## config.mk

```make
export PLATFORM = sky130hd
export DESIGN_NAME = sd_frame_packer
export DESIGN_NICKNAME = d
export VERILOG_FILES = /design/src/rtl/sd_frame_packer_pkg.sv /design/src/rtl/sd_frame_packer.sv
export SDC_FILE = /design/constraint.sdc
export NUM_CORES = 1
export LEC_CHECK = 0
export CORE_AREA = 2 2 91 93
export DETAILED_ROUTE_END_ITERATION = 10
export DIE_AREA = 0 0 93 95
export PLACE_DENSITY = 0.68
export SYNTH_ARGS = -nofsm -noshare
export SYNTH_HDL_FRONTEND = slang
export SYNTH_SLANG_ARGS = --single-unit
```

## constraint.sdc

```tcl
create_clock -name clk -period 2.5 [get_ports clk]
set_clock_uncertainty 0.2 [all_clocks]
set_input_delay 0.375 -clock clk [delete_from_list [all_inputs] [get_ports clk]]
set_output_delay 0.375 -clock clk [all_outputs]
set_load 0.02 [all_outputs]
```

## src/rtl/sd_frame_packer_pkg.sv

```systemverilog
`default_nettype none
// ============================================================================
//  Module   : sd_frame_pkg
//  Purpose  : Shared types and helpers for the SD-card BMP frame packer.
//             Holds the packer state encoding, the per-pixel byte counts,
//             the RGB888 -> RGB565 reduction and the BMP row-padding helper.
//  Revision : 1.0 - initial release
// ============================================================================
package sd_frame_pkg;

    // Bytes per pixel for the two supported BMP depths
    localparam int BPP_16 = 2;
    localparam int BPP_24 = 3;

    typedef enum logic [2:0] {
        ST_IDLE  = 3'd0,
        ST_HDR   = 3'd1,
        ST_PIX   = 3'd2,
        ST_PAD   = 3'd3,
        ST_FLUSH = 3'd4
    } state_t;

    // Keep the top bits of each channel: 5 red, 6 green, 5 blue
    function automatic logic [15:0] rgb888_to_565(input logic [7:0] r,
                                                  input logic [7:0] g,
                                                  input logic [7:0] b);
        return {r[7:3], g[7:2], b[7:3]};
    endfunction

    // BMP rows are padded to a multiple of 4 bytes; returns 0..3
    function automatic logic [1:0] row_pad(input int bytes);
        return 2'((4 - (bytes % 4)) % 4);
    endfunction

endpackage
`default_nettype wire

```

## src/rtl/sd_frame_packer.sv

```systemverilog
`default_nettype none
// ============================================================================
//  Module   : sd_frame_packer
//  Purpose  : Converts the raw BMP byte stream from the SD reader into
//             RGB565 display words. Skips HDR_BYTES of header, assembles
//             16-bit (RGB565 LE) or 24-bit (BGR888) pixels, drops the
//             4-byte row padding and emits H_DISP*V_DISP words per frame
//             tagged with the display line and a last-pixel flag.
//  Ports    : clk, rst         - clock, synchronous active-high reset
//             start, bpp_sel   - frame start pulse, depth select (1 = 24bpp)
//             in_valid/in_ready/in_data    - SD byte stream
//             out_valid/out_ready/out_data - RGB565 pixel stream
//             out_y, out_last  - display line and end-of-frame qualifier
//             busy, frame_done - frame in progress / completion pulse
//  Revision : 1.0 - initial release
// ============================================================================
module sd_frame_packer
    import sd_frame_pkg::*;
#(
    parameter int H_DISP    = 480,
    parameter int V_DISP    = 272,
    parameter int HDR_BYTES = 54,
    parameter int BOTTOM_UP = 1
) (
    input  logic        clk,
    input  logic        rst,
    input  logic        start,
    input  logic        bpp_sel,
    input  logic        in_valid,
    input  logic [7:0]  in_data,
    output logic        in_ready,
    output logic        out_valid,
    output logic [15:0] out_data,
    output logic [((V_DISP > 1) ? $clog2(V_DISP) : 1)-1:0] out_y,
    output logic        out_last,
    input  logic        out_ready,
    output logic        busy,
    output logic        frame_done
);

    localparam int c_x_w = (H_DISP > 1) ? $clog2(H_DISP) : 1;
    localparam int c_y_w = (V_DISP > 1) ? $clog2(V_DISP) : 1;
    localparam int c_h_w = (HDR_BYTES > 1) ? $clog2(HDR_BYTES) : 1;

    localparam logic [c_x_w-1:0] c_x_last   = c_x_w'(H_DISP - 1);
    localparam logic [c_y_w-1:0] c_r_last   = c_y_w'(V_DISP - 1);
    localparam logic [c_h_w-1:0] c_hdr_last = c_h_w'((HDR_BYTES > 0) ? HDR_BYTES - 1 : 0);
    localparam logic [1:0]       c_pad16    = row_pad(H_DISP * BPP_16);
    localparam logic [1:0]       c_pad24    = row_pad(H_DISP * BPP_24);

    state_t             r_state;
    logic               r_bpp24;
    logic [c_h_w-1:0]   r_hdr_cnt;
    logic [1:0]         r_b;
    logic [15:0]        r_hold;
    logic [c_x_w-1:0]   r_x;
    logic [c_y_w-1:0]   r_r;
    logic [1:0]         r_pad_cnt;

    logic               w_accept;
    logic               w_last_byte;
    logic               w_row_end;
    logic               w_last_row;
    logic               w_out_free;
    logic [1:0]         w_pad;
    logic [15:0]        w_pixel;
    logic [c_y_w-1:0]   w_y;

    // The output slot is free when empty or retiring this cycle, which lets
    // a new word load in the same cycle the old one handshakes.
    assign w_out_free  = !out_valid || out_ready;
    assign w_accept    = in_valid && in_ready;
    assign w_last_byte = r_bpp24 ? (r_b == 2'd2) : (r_b == 2'd1);
    assign w_row_end   = (r_x == c_x_last);
    assign w_last_row  = (r_r == c_r_last);
    assign w_pad       = r_bpp24 ? c_pad24 : c_pad16;
    assign w_y         = (BOTTOM_UP != 0) ? (c_r_last - r_r) : r_r;

    // r_hold is a 2-byte shift register: for 24bpp it holds {B, G} when R
    // arrives; for 16bpp its low byte holds the low pixel byte.
    assign w_pixel = r_bpp24 ? rgb888_to_565(in_data, r_hold[7:0], r_hold[15:8])
                             : {in_data, r_hold[7:0]};

    always_comb begin
        in_ready = 1'b0;
        case (r_state)
            ST_HDR, ST_PAD: in_ready = 1'b1;
            ST_PIX:         in_ready = w_out_free;
            default:        in_ready = 1'b0;
        endcase
    end

    always_ff @(posedge clk) begin
        if (rst) begin
            r_state    <= ST_IDLE;
            r_bpp24    <= 1'b0;
            r_hdr_cnt  <= '0;
            r_b        <= '0;
            r_hold     <= '0;
            r_x        <= '0;
            r_r        <= '0;
            r_pad_cnt  <= '0;
            out_valid  <= 1'b0;
            out_data   <= '0;
            out_y      <= '0;
            out_last   <= 1'b0;
            busy       <= 1'b0;
            frame_done <= 1'b0;
        end else begin
            frame_done <= 1'b0;
            if (out_valid && out_ready) begin
                out_valid <= 1'b0;
            end

            case (r_state)
                ST_IDLE: begin
                    if (start) begin
                        r_bpp24   <= bpp_sel;
                        r_hdr_cnt <= '0;
                        r_b       <= '0;
                        r_x       <= '0;
                        r_r       <= '0;
                        r_pad_cnt <= '0;
                        busy      <= 1'b1;
                        r_state   <= (HDR_BYTES == 0) ? ST_PIX : ST_HDR;
                    end
                end

                ST_HDR: begin
                    if (w_accept) begin
                        if (r_hdr_cnt == c_hdr_last) begin
                            r_state <= ST_PIX;
                        end else begin
                            r_hdr_cnt <= r_hdr_cnt + c_h_w'(1);
                        end
                    end
                end

                ST_PIX: begin
                    if (w_accept) begin
                        r_hold <= {r_hold[7:0], in_data};
                        if (w_last_byte) begin
                            r_b       <= '0;
                            out_valid <= 1'b1;
                            out_data  <= w_pixel;
                            out_y     <= w_y;
                            out_last  <= w_row_end && w_last_row;
                            if (w_row_end) begin
                                r_x <= '0;
                                if (w_pad != 2'd0) begin
                                    r_pad_cnt <= '0;
                                    r_state   <= ST_PAD;
                                end else if (w_last_row) begin
                                    r_state <= ST_FLUSH;
                                end else begin
                                    r_r <= r_r + c_y_w'(1);
                                end
                            end else begin
                                r_x <= r_x + c_x_w'(1);
                            end
                        end else begin
                            r_b <= r_b + 2'd1;
                        end
                    end
                end

                ST_PAD: begin
                    if (w_accept) begin
                        if (r_pad_cnt == (w_pad - 2'd1)) begin
                            r_pad_cnt <= '0;
                            if (w_last_row) begin
                                // Last word may already be gone (or going now);
                                // only wait in FLUSH if it is still stalled.
                                if (w_out_free) begin
                                    frame_done <= 1'b1;
                                    busy       <= 1'b0;
                                    r_state    <= ST_IDLE;
                                end else begin
                                    r_state <= ST_FLUSH;
                                end
                            end else begin
                                r_r     <= r_r + c_y_w'(1);
                                r_state <= ST_PIX;
                            end
                        end else begin
                            r_pad_cnt <= r_pad_cnt + 2'd1;
                        end
                    end
                end

                ST_FLUSH: begin
                    if (w_out_free) begin
                        frame_done <= 1'b1;
                        busy       <= 1'b0;
                        r_state    <= ST_IDLE;
                    end
                end

                default: r_state <= ST_IDLE;
            endcase
        end
    end

endmodule
`default_nettype wire
```

# == Word-level counts from Yosys, hierarchy flattened ==
# Cells that the tools add are included.
# classes
n_addsub,6
reduce_logical,22
mux,54
eq_ne,22
# ops
op,count
9-bit 2-to-1 mux,10
3-bit 2-to-1 mux,12
9-bit case mux with 3 select lines,1
2-bit inequality test (second input constant),12
9-bit by 1-bit adder with 9-bit output (second input constant),2
9-bit == test (second input constant),2
6-bit 2-to-1 mux,3
9-bit case mux with 2 select lines,1
3-bit case mux with 5 select lines,1
1-bit 2-to-1 mux,14
6-bit case mux with 2 select lines,1
11-bit 2-to-1 mux,1
2-bit 2-to-1 mux,5
10-bit AND reduction,1
3-bit AND reduction,3
9-bit subtractor (first input constant),1
2-bit case mux with 2 select lines,2
4-bit AND reduction,2
7-bit AND reduction,1
6-bit by 1-bit adder with 6-bit output (second input constant),1
3-bit by 2-bit == test with 1-bit output (second input constant),2
6-bit == test (second input constant),1
2-bit nonzero test,3
3-bit nonzero test,2
14 further kinds,20
# word_totals
register_bits,77
word_cells,118
output_inout_bits,30

# == Depth between registers and ports, before layout ==
# logic_depth
ltp_word,7
mapped_depth,8
ltp_nobuf,7

# == Worst setup path before layout ==
# No wires, ideal clock.
# synth_path
path_type,register -> register
from,register r_r[4]
to,register r_r[3]
path_slack_ns,0.293
stages_incl_launch_ff,8
period_less_slack_ns,2.207
n_path_buf,0
required_time_ns,2.229
arrival_ns,1.937
path_cell_list,dfxtp_1 > inv_1 > ha_1 > nor3b_1 > a41oi_2 > nand3_1 > or4_1 > a21oi_1
# synth_between
elab_chain_len,6
elab_cells_between_ends,8
classes_between,eq/ne: 1; mux: 7
# synth_lines
element,line_no,source
start: declaration,sd_frame_packer.sv:57,logic [c_y_w-1:0] r_r;
start signal: assignment,sd_frame_packer.sv:156,r_r <= r_r + c_y_w'(1);
start signal: assignment,sd_frame_packer.sv:182,r_r <= r_r + c_y_w'(1);
9-bit == test *,sd_frame_packer.sv:75,assign w_last_row = (r_r == c_r_last);
9-bit 2-to-1 mux *,-,
9-bit 2-to-1 mux (3 in a row),-,
9-bit case mux with 3 select lines *,-,
# Every way passes the cells marked *; elsewhere a longest branch is shown, timed or not. The select of a mux whose other input is x is not followed.
# A chain may end at the register's enable or synchronous reset.

# == Worst setup path in the final report ==
# layout_path
from,input out_ready
to,output in_ready
# layout_between
elab_chain_len,2
# layout_lines
element,line_no,source
start: declaration,sd_frame_packer.sv:36,"input logic out_ready,"
1-bit logical OR,sd_frame_packer.sv:71,assign w_out_free = !out_valid || out_ready;
1-bit case mux with 2 select lines,sd_frame_packer.sv:86,case (r_state)
end: declaration,sd_frame_packer.sv:31,"output logic in_ready,"
# Every way passes these cells.

==> qor.yml <==
worst_setup_path:
  crit_required_ps: 1920
  worst-path-buf-inv: 2
  worstRegToRegCells: 6
  path_class: "in2out"
  cp_slowest_cell: "clkdlybuf4s50_1"
  crit_family: "buffers and inverters"
  cpMostUsedCell: "clkdlybuf4s50_1"
  r2r-end: "r_x[0]"
  cp_max_fo: 4
  cp_slowest_stage_delay_ps: 620
  cp-start-kind: "input port"
  rr_startpoint: "r_b[0]"
  cp_cell_sequence: "clkdlybuf4s50_1, nand2b_1, a21oi_1, nor2_1, clkdlybuf4s50_1"
  crit_arrival_ps: 1830
  crit_path_end_kind: "output pin"
  crit_start: "out_ready"
  r2r_slack_ps: 210
die:
  initial_utilization_pct: 43.75
  die_height_um: 95
  ios: 44
  die_x_um: 93
  coreArea_mm2: 0.007928
  core.rowCount: 33
  die_area_mm2: 0.008835
clocking:
  worstSkewPairLatency_ps: 360
  cts_max_level: 3
  post_cts_buffers: 0
  hold_buffers: 0
  cts_tree: "done"
  root_buffer: "clkbuf_8"
  cts_buffers: 9
  clock-sinks: 74
  cts_buffer_depth: 2
  path_clk_slew_ps: 80
  post_cts_resize_count: 0
drt:
  vias: 3129
  drc: 0
  first_pass_iters: 4
  wl_um: 8053
  ant_nets: 0
  wl_per_cell_um: 14.01
  drt_iter0_drc: 123
  drt-vias-per-instance: 5.442
global_routing:
  met3_usage_pct: 4.868
  grtUsageTotal_pct: 19.64
  grt-busiest-layer: "met2"
  grt_pass1_wl_um: 13750
  grt_overflow: 0
  grt_pass1_vias: 2921
  grt_use_met1_pct: 25.84
  gr-usage-met2_pct: 31.64
  grt_start_max_net_pins: 35
  antenna_found_initial: 0
logic_synthesis:
  synth_top_area_share_pct: 42.71
  synth_edf_count: 0
  synth.area.top_cells: "dfxtp_1, a21oi_1, nand2_1"
  ys_seq_elements: 74
  avgSynthCellArea_um2: 8.398
  ys_async_sr_fraction_pct: 0
  ys_seq_area_share_pct: 42.71
  syn_area_mm2: 0.003468
  synthMostInstantiatedCell: "dfxtp_1"
  syn_inst: 413
  synthTopCellsByCount: "dfxtp_1, nand2_1, a21oi_1"
  ys_warn_count: 0
  synth_fp_nets: 434
  yosysTopAreaCell: "dfxtp_1"
  ys.flop_type: "dfxtp_1"
  ys_types: 54
placement:
  place_congestion: 0.7696
  numPortBuffers: 43
  dp_hpwl_um: 5689
  placed_cells: 559
cells_and_area:
  fillers: 792
  final_cell_count_no_fill: 575
  post-route-util_pct: 54.67
  diodes: 0
  multiInputGateArea_mm2: 0.001827
  seq_area_mm2: 0.001483
  fin_nets: 486
  drive_gt1_share_pct: 11.49
  area_delta_synth_final_pct: 24.96
sta:
  max_slew_margin_pct: 59.75
  finalSetupTns_ps: 0
  fin_crit_sh_pct: 96.19
  rsz0062_at_grt: "false"
  max_freq_mhz: 415.9
  min_period_ps: 2405
  tightest_slew_ps: 603.8
  hold_viol_final: 0
  setup_viol: 0
  slew_viol_final: 0
hold_path:
  whs_endpoint: "out_y[7]"
  holdCritPathClass: "reg2reg"
  hp-start: "out_y[7]"
  worstHoldPathCells: 2
power:
  power_density_mw_per_mm2: 593.8
  leakage_uw: 0.001482
  ir_drop_mv: 0.2392
job:
  drv_cap: 0
outcome:
  outcome: "completed"
==> worst max-delay path by stage <==
| stage | slack [ps] | cells after the start | end |
|---|---|---|---|
| finish | 100 | 5 | in_ready |
| CTS | 90 | 5 | in_ready |
| detailed placement | -20 | 8 | r_x[0] |
| global route | 30 | 5 | r_x[3] |
| floorplan | 290 | 7 | r_r[3] |
| global placement | 50 | 7 | r_x[5] |
==> sequential cells by signal, indices dropped and copies added (netlist names) <==
name and count:
r_hold 13, r_bpp24 1, out_last 1, r_pad_cnt 2, r_state 3, r_r 9, out_data 16, out_y 9
frame_done 1, r_x 9, r_b 2, r_hdr_cnt 6, busy 1, out_valid 1
==> worst register-to-register path, cell delays in order (launching register included) <==
cell and delay (ps):
dfxtp_1 380, nor3b_1 420, nor2_1 180, a22o_1 370
buf_4 200, or3_1 340, a21oi_1 140
==> power by group <==
group	switching [uW]	internal (uW)
logic	198	156
clock network	503	478
registers	34.4	1200
==> through the flow <==
stage | hold WS, ps | setup WS (ps) | area [um^2] | total power, uW
6_report | 254.5 | 95.35 | 4334 | 2574
5_1_grt | 273.2 | 33.15 | 4334 | 2686
4_1_cts | 256.7 | 89.49 | 4333 | 2592
3_5_place_dp | 245.4 | -23.90 | 4126 | 1617
3_3_place_gp | 241.3 | 50.06 | 4126 | 1607
2_1_floorplan | 230.9 | 292.9 | 3468 | 1484
==> cell type report <==
class                      count  area share [%]
timing repair buffer          72           15.42
tap                          105           3.031
sequential                    74           34.21
clock inverter                 7           1.905
inverter                       5          0.4330
clock buffer                   9           2.858
multi-input combinational    303           42.15
==> routing by layer <==
metal | vias up | wire length [um]
li1 | 1585 | -
met1 | 1476 | 3848
met2 | 55 | 3750
met3 | 13 | 294
met4 | 0 | 159
met5 | - | 0
==> cell usage in the layout, fill, tap and decap left out, drive strengths merged, types with 3 or more instances in the layout <==
cell,netlist,layout
a211oi,19,19
a21oi,48,48
a31oi,4,4
and3,9,9
buf,10,30
clkbuf,21,9
clkdlybuf4s50,0,42
dfxtp,74,74
ha,7,7
inv,5,9
mux2i,13,13
nand2,61,61
nand2b,5,5
nand3,11,11
nand3b,3,3
nand4,6,6
nor2,37,37
nor2b,5,5
nor3,4,4
nor3b,5,5
o211ai,5,5
o21ai,11,11
o31ai,4,4
or4,8,8
xnor2,5,5
xor2,5,5
==> cells by family (layout without fill, tap and decap cells) <==
| kind of cell | Yosys count | count (layout) | synth area share, % |
|---|---|---|---|
| multiplexers | 13 | 13 | 3.752 |
| XOR/XNOR | 10 | 10 | 2.525 |
| AO/OA/AOI/OAI | 106 | 106 | 19.19 |
| adder cells (fa/ha/maj) | 7 | 7 | 2.525 |
| AND/OR/NAND/NOR | 167 | 167 | 24.68 |
| buffers and inverters | 36 | 93 | 4.617 |
| flip-flops | 74 | 74 | 42.71 |
Note: power is estimated with default switching activity, not from simulation.
